===== config.mk =====
export PLATFORM = sky130hd
export DESIGN_NAME = vc_input_port
export DESIGN_NICKNAME = d
export VERILOG_FILES = /design/src/rtl/vc_input_port.sv
export SDC_FILE = /design/constraint.sdc
export NUM_CORES = 1
export LEC_CHECK = 0
export CAP_MARGIN = 20
export CORE_ASPECT_RATIO = 0.5
export CORE_MARGIN = 1.5
export CORE_UTILIZATION = 55
export CTS_CLUSTER_DIAMETER = 80
export CTS_CLUSTER_SIZE = 28
export DETAILED_ROUTE_END_ITERATION = 7
export GPL_TIMING_DRIVEN = 1
export HOLD_SLACK_MARGIN = 0.15
export PLACE_DENSITY = 0.76
export SYNTH_ARGS = -nofsm -noshare
export SYNTH_HDL_FRONTEND = slang
export SYNTH_SLANG_ARGS = --single-unit

===== constraint.sdc =====
create_clock -name clk -period 8.6 [get_ports clk]
set_clock_uncertainty 0.1 [all_clocks]
set_input_delay 1.29 -clock clk [delete_from_list [all_inputs] [get_ports clk]]
set_output_delay 1.29 -clock clk [all_outputs]
set_load 0.01 [all_outputs]

===== src/rtl/vc_input_port.sv =====
// Virtual-channel input port: one first-word-fall-through FIFO per VC, a
// round-robin packet arbiter that locks onto one VC for a whole packet,
// per-VC credit return and a sticky overflow flag.

package chiplet_types_pkg;
  // Packet format codes carried in payload[31:28] of a head flit.
  typedef enum logic [3:0] {
    FMT_SHORT_READ  = 4'h0,
    FMT_SHORT_WRITE = 4'h1,
    FMT_LONG_READ   = 4'h2,
    FMT_LONG_WRITE  = 4'h3
  } flit_fmt_e;
endpackage

module vc_input_port
  import chiplet_types_pkg::*;
#(
  parameter  int NUM_VCS    = 2,
  parameter  int DEPTH      = 8,
  parameter  int FLIT_WIDTH = 64,
  localparam int VCW        = (NUM_VCS > 1) ? $clog2(NUM_VCS) : 1
) (
  input  logic                  clk,
  input  logic                  n_rst,
  input  logic                  in_valid,
  input  logic [VCW-1:0]        in_vc,
  input  logic [FLIT_WIDTH-1:0] in_flit,
  output logic [NUM_VCS-1:0]    buffer_available,
  output logic [NUM_VCS-1:0]    credit_return,
  output logic                  out_valid,
  input  logic                  out_ready,
  output logic [FLIT_WIDTH-1:0] out_flit,
  output logic [VCW-1:0]        out_vc,
  output logic                  out_head,
  output logic                  out_tail,
  output logic                  overflow_err
);

  localparam int PW = $clog2(DEPTH);
  localparam int CW = PW + 1;

  typedef enum logic {IDLE, LOCKED} state_e;

  // Packet length in flits, decoded from the head flit's format and length bits.
  function automatic logic [7:0] pkt_len_f(input logic [3:0] fmt, input logic [6:0] len);
    case (fmt)
      FMT_SHORT_READ:  pkt_len_f = 8'd1;
      FMT_SHORT_WRITE: pkt_len_f = 8'd1 + {4'd0, len[3:0]};
      FMT_LONG_READ:   pkt_len_f = 8'd2;
      FMT_LONG_WRITE:  pkt_len_f = 8'd2 + {1'b0, len};
      default:         pkt_len_f = 8'd1 + {1'b0, len};
    endcase
  endfunction

  logic [FLIT_WIDTH-1:0] mem_q      [NUM_VCS][DEPTH];
  logic [PW-1:0]         wr_ptr_q   [NUM_VCS];
  logic [PW-1:0]         rd_ptr_q   [NUM_VCS];
  logic [CW-1:0]         count_q    [NUM_VCS];
  state_e                state_q;
  logic [VCW-1:0]        grant_q;
  logic [VCW-1:0]        last_q;
  logic                  head_pending_q;
  logic [7:0]            remaining_q;
  logic                  overflow_q;
  logic [NUM_VCS-1:0]    credit_q;

  logic [NUM_VCS-1:0]    full;
  logic [NUM_VCS-1:0]    empty;
  logic [NUM_VCS-1:0]    wr_en;
  logic [NUM_VCS-1:0]    rd_en;
  logic                  wr_drop;
  logic                  deq;
  logic                  is_tail;
  logic [7:0]            pkt_len;
  logic                  pick_found;
  logic [VCW-1:0]        pick_vc;

  // FIFO status and per-VC write/read enables; fullness uses start-of-cycle counts.
  always_comb begin
    // NOTE: every variable gets a default before any conditional so no latch is inferred.
    wr_drop = 1'b0;
    for (int v = 0; v < NUM_VCS; v++) begin
      full[v]  = (count_q[v] == CW'(DEPTH));
      empty[v] = (count_q[v] == '0);
      wr_en[v] = in_valid && (in_vc == VCW'(v)) && !full[v];
      rd_en[v] = deq && (grant_q == VCW'(v));
      wr_drop  = wr_drop | (in_valid && (in_vc == VCW'(v)) && full[v]);
    end
  end

  // Round-robin pick: first non-empty VC after the last granted one.
  always_comb begin
    pick_found = 1'b0;
    pick_vc    = '0;
    for (int i = 1; i <= NUM_VCS; i++) begin
      if (!pick_found && !empty[(int'(last_q) + i) % NUM_VCS]) begin
        pick_found = 1'b1;
        pick_vc    = VCW'((int'(last_q) + i) % NUM_VCS);
      end
    end
  end

  assign out_flit         = mem_q[grant_q][rd_ptr_q[grant_q]];
  assign out_vc           = grant_q;
  assign out_valid        = (state_q == LOCKED) && !empty[grant_q];
  assign deq              = out_valid && out_ready;
  assign pkt_len          = pkt_len_f(out_flit[31:28], out_flit[6:0]);
  assign is_tail          = head_pending_q ? (pkt_len == 8'd1) : (remaining_q == 8'd1);
  assign out_head         = out_valid && head_pending_q;
  assign out_tail         = out_valid && is_tail;
  assign buffer_available = ~full;
  assign credit_return    = credit_q;
  assign overflow_err     = overflow_q;

  // Flit storage; a write lands at the tail and is readable from the next cycle.
  // NOTE: storage is not reset; counts and pointers alone define what is valid.
  always_ff @(posedge clk) begin
    for (int v = 0; v < NUM_VCS; v++) begin
      if (wr_en[v]) mem_q[v][wr_ptr_q[v]] <= in_flit;
    end
  end

  // FIFO pointers and occupancy; pointers wrap naturally at the power-of-two depth.
  // NOTE: state registers use non-blocking assignments so all updates see pre-edge values.
  always_ff @(posedge clk or negedge n_rst) begin
    if (!n_rst) begin
      for (int v = 0; v < NUM_VCS; v++) begin
        wr_ptr_q[v] <= '0;
        rd_ptr_q[v] <= '0;
        count_q[v]  <= '0;
      end
    end else begin
      for (int v = 0; v < NUM_VCS; v++) begin
        if (wr_en[v]) wr_ptr_q[v] <= wr_ptr_q[v] + 1'b1;
        if (rd_en[v]) rd_ptr_q[v] <= rd_ptr_q[v] + 1'b1;
        count_q[v] <= count_q[v] + CW'(wr_en[v]) - CW'(rd_en[v]);
      end
    end
  end

  // Packet arbiter: grant a VC in IDLE, hold it in LOCKED until the tail leaves.
  always_ff @(posedge clk or negedge n_rst) begin
    if (!n_rst) begin
      state_q        <= IDLE;
      grant_q        <= '0;
      last_q         <= VCW'(NUM_VCS - 1);
      head_pending_q <= 1'b0;
      remaining_q    <= '0;
    end else begin
      case (state_q)
        IDLE: begin
          if (pick_found) begin
            grant_q        <= pick_vc;
            head_pending_q <= 1'b1;
            state_q        <= LOCKED;
          end
        end
        LOCKED: begin
          if (deq) begin
            if (head_pending_q) begin
              head_pending_q <= 1'b0;
              remaining_q    <= pkt_len - 8'd1;
            end else begin
              remaining_q    <= remaining_q - 8'd1;
            end
            if (is_tail) begin
              state_q <= IDLE;
              last_q  <= grant_q;
            end
          end
        end
        default: state_q <= IDLE;
      endcase
    end
  end

  // Credit pulse the cycle after each dequeue, and sticky overflow on a dropped write.
  always_ff @(posedge clk or negedge n_rst) begin
    if (!n_rst) begin
      credit_q   <= '0;
      overflow_q <= 1'b0;
    end else begin
      credit_q <= rd_en;
      if (wr_drop) overflow_q <= 1'b1;
    end
  end

endmodule

==> out/metrics.cfg <==
[status]
outcome=complete, no violations

[synth]
synth-seq-cells=1059
synthesis.yosys.warnings=0
syn-mean-instance-area_sq_um=20.0
number_of_enable_flip_flop_cells_after_synthesis=1024
synth_nets=2169
synth_top_area_share=0.742
synthesized_netlist_cell_count=2076
asyncSetResetFlopFracSynth=0.0331
synth-main-ff-cell=sky130_fd_sc_hd__edfxtp_1
ys_seq_area_frac=0.763
synth.top_cells.by_area=sky130_fd_sc_hd__edfxtp_1 (74%), sky130_fd_sc_hd__mux4_2 (13%), sky130_fd_sc_hd__nand2_1 (2.3%)
post-synth-top-area-cell=sky130_fd_sc_hd__edfxtp_1
synthDistinctLibCells=71
post_syn_area_sq_mm=0.0414

[finish]
nFillCells=5002
ratio_of_cells_with_drive_above_1_in_the_final_layout=0.170
final_common_cell=sky130_fd_sc_hd__edfxtp_1
layout.nets=2295
finalNonFillerCells=3220
layout-area-overhead-vs-synth_pct=9.34
final_cell_mix=sky130_fd_sc_hd__edfxtp_1 (1,024), sky130_fd_sc_hd__nand2_1 (256), sky130_fd_sc_hd__mux4_2 (232), sky130_fd_sc_hd__clkdlybuf4s50_1 (140), sky130_fd_sc_hd__and3_1 (58)

[global_routing]
number_of_global_route_vias_before_repair=20200
grt_antenna_before_repair=4
grt_start_max_net_pins=151
global_route_wire_length_before_repair_um=131000
grt_overflow=0
track_usage=0.231

[timing]
final_number_of_hold_violating_endpoints=0
drv_slew=0
relative_slew_slack=0.230
final_worst_path_period_need_ns=7.04
clock.fmax_ghz=0.142
setup_violations=0
total_negative_setup_slack_ns=0
fin_crit_sh=0.819
worst_pin_slew_ns=1.16
rsz0062_at_grt=no

[critical_path]
critical_path.max_fanout=46
worstPathRequired_ns=7.21
critical_path_buf_inv_count=2
worst_setup_path_start_kind=flip-flop
endpoint_kind=output port
path_delay_family=compound AO/OA/AOI/OAI gates
worst_path_most_repeated_cell=sky130_fd_sc_hd__a21oi_1
cpMaxStageDelayCell=sky130_fd_sc_hd__mux2i_4
crit_path_cell_chain=mux2i_4 -> a221o_1 -> a21oi_1 -> nor2_1 -> ha_1 -> inv_1 -> a21oi_1 -> o211ai_1 -> xor2_1 -> a21oi_1 -> o31ai_1 -> and2_1 -> clkdlybuf4s50_1
worstPathArrival_ns=5.65
criticalPathCategory=flip-flop to output port
crit_path_max_incr_delay_ns=1.00

[clock_network]
post_cts.resized_instances=0
tritoncts.num_buffers=43
clock_tree.buffer_depth=3
clock_tree.htree_level_count=2
numClockSinks=1059
cts_hold_buf=0
path_clk_slew_ns=0.11
post-cts-setup-buffer-count=0
clk-insertion-delay-late_ns=0.62
cts-root-buf=sky130_fd_sc_hd__clkbuf_16
tritoncts=yes

[placement]
placed_cells_incl_taps=3165
buffer_ports.inserted=141
dpl.hpwl_um=46400
globalplace.congestion=0.801

[route]
dr_total_vias=20300
avgViaCountPerCell=6.29
drtIter0Drc=2424
finalWirelength_um=88200
detail-route-antenna-nets=0
detailedRoute.firstPassIterationCount=5
drc_errors=0
post_drt_wl_per_cell_um=27.4

[die]
placement_rows=70
die_height_um=197
die_area_sq_mm=0.0771
floorplan.io_pins=142
start_util=0.561
die_width_um=391
placeable_core_area_sq_mm=0.0738

[pwr]
vdd_ir_drop_max_mv=0.258
p_leak_nw=14.3
pwr_density_cell_mw_per_mm2=313

[min_path]
worstHoldPathType=flip-flop to flip-flop

[flow_run]
maxCapViolations=0

==> power breakdown <==
part	internal (mW)	switching [mW]	leakage, nW	total (mW)
clock network	0.954	1.45	0.566	2.40
registers	6.10	0.229	9.66	6.33
logic	2.42	3.03	4.09	5.45
total	9.47	4.71	14.3	14.2
==> kinds of logic (layout without fill, tap and decap cells) <==
| logic type | count (synthesis) | after routing | synth area share |
|---|---|---|---|
| muxes | 288 | 288 | 0.142 |
| other | 0 | 2 | 0 |
| adders and majority gates | 24 | 24 | 0.00761 |
| and+or+nand+nor | 416 | 416 | 0.0470 |
| xor gates and xnor gates | 16 | 16 | 0.00338 |
| AOI/OAI and AO/OA | 141 | 141 | 0.0229 |
| buffers and inverters | 132 | 266 | 0.0140 |
| DFF | 1059 | 1059 | 0.763 |
==> worst reg2reg max path: stages (launching register included) <==
cell and delay, ns:
sky130_fd_sc_hd__dfrtp_4 0.89, sky130_fd_sc_hd__mux2i_4 1.05, sky130_fd_sc_hd__a221o_1 0.23, sky130_fd_sc_hd__a21oi_1 0.08
sky130_fd_sc_hd__nor2_1 0.51, sky130_fd_sc_hd__ha_1 0.27, sky130_fd_sc_hd__inv_1 0.07, sky130_fd_sc_hd__a21oi_1 0.24
sky130_fd_sc_hd__o211ai_1 0.15, sky130_fd_sc_hd__xor2_1 0.16, sky130_fd_sc_hd__a21oi_1 0.49, sky130_fd_sc_hd__nor4_1 0.13
sky130_fd_sc_hd__or3_1 0.36
==> layer usage <==
| metal | track usage | wire length (um) | vias up | share of wire |
|---|---|---|---|---|
| met5 | 0 | 13 | - | 0.00015 |
| met4 | 0.0490 | 1490 | 2 | 0.017 |
| met3 | 0.0387 | 7780 | 97 | 0.088 |
| met2 | 0.373 | 42600 | 935 | 0.48 |
| met1 | 0.338 | 36300 | 10600 | 0.41 |
| li1 | - | - | 8628 | - |
==> path summary, 6_finish.rpt <==
path                                       end  depth (start not counted)  slack, ns    startpoint
min in group asynchronous         overflow_err                          1       0.64         n_rst
worst max-delay path                  out_tail                         13       1.56        out_vc
max in group asynchronous               out_vc                          1       7.17         n_rst
worst min register to register    overflow_err                          1       0.40  overflow_err
worst max register to register  remaining_q[7]                         12       3.75        out_vc
worst min-delay path              overflow_err                          1       0.40  overflow_err
==> registers in the layout, indices dropped and copies added (netlist names) <==
| signal | count |
|---|---|
| mem_q | 1024 |
| last_q | 1 |
| credit_return | 2 |
| overflow_err | 1 |
| out_vc | 1 |
| head_pending_q | 1 |
| remaining_q | 8 |
| wr_ptr_q | 6 |
| state_q | 1 |
| rd_ptr_q | 6 |
| count_q | 8 |
==> final cells by class <==
cell class	instances	area, sq um	share of cell area
clock inverters	3	62.6	0.00138
flip-flops and latches	1059	31600	0.698
inverters	25	93.8	0.00207
diodes	2	5.00	0.000110
multi-input cells	885	9390	0.207
repair buffers	188	1770	0.0391
well taps	1008	1260	0.0278
clock buffers	50	1100	0.0243
==> stage by stage <==
step | hold slack, ns | cell area, sq um | util | setup slack, ns | power [mW]
final | 0.400 | 45300 | 0.614 | 1.56 | 14.2
after global routing | 0.432 | 45300 | 0.614 | 1.20 | 14.8
after CTS | 0.411 | 45300 | 0.614 | 1.52 | 14.3
after detailed placement | 0.382 | 44100 | 0.598 | 2.23 | 11.9
after global placement | 0.339 | 44100 | 0.598 | 2.25 | 11.8
after floorplan | 0.374 | 41500 | - | 0.106 | 9.89
==> Yosys cell counts, types with 9 or more instances <==
cell type                  instances
sky130_fd_sc_hd__o21ai_0          11
sky130_fd_sc_hd__o22ai_1          13
sky130_fd_sc_hd__nor3_1           14
sky130_fd_sc_hd__nand2_1         256
sky130_fd_sc_hd__ha_1             22
sky130_fd_sc_hd__nand3_1          11
sky130_fd_sc_hd__dfrtp_1          34
sky130_fd_sc_hd__edfxtp_1       1024
sky130_fd_sc_hd__inv_1            24
sky130_fd_sc_hd__mux2i_1          40
sky130_fd_sc_hd__buf_2             9
sky130_fd_sc_hd__a31oi_1          56
sky130_fd_sc_hd__clkbuf_1         63
sky130_fd_sc_hd__a21oi_1          15
sky130_fd_sc_hd__buf_1            27
sky130_fd_sc_hd__xnor2_1          11
sky130_fd_sc_hd__mux2_2           11
sky130_fd_sc_hd__nor2_1           24
sky130_fd_sc_hd__mux4_2          232
sky130_fd_sc_hd__and3_1           58
Note: power is estimated with default switching activity, not from simulation.
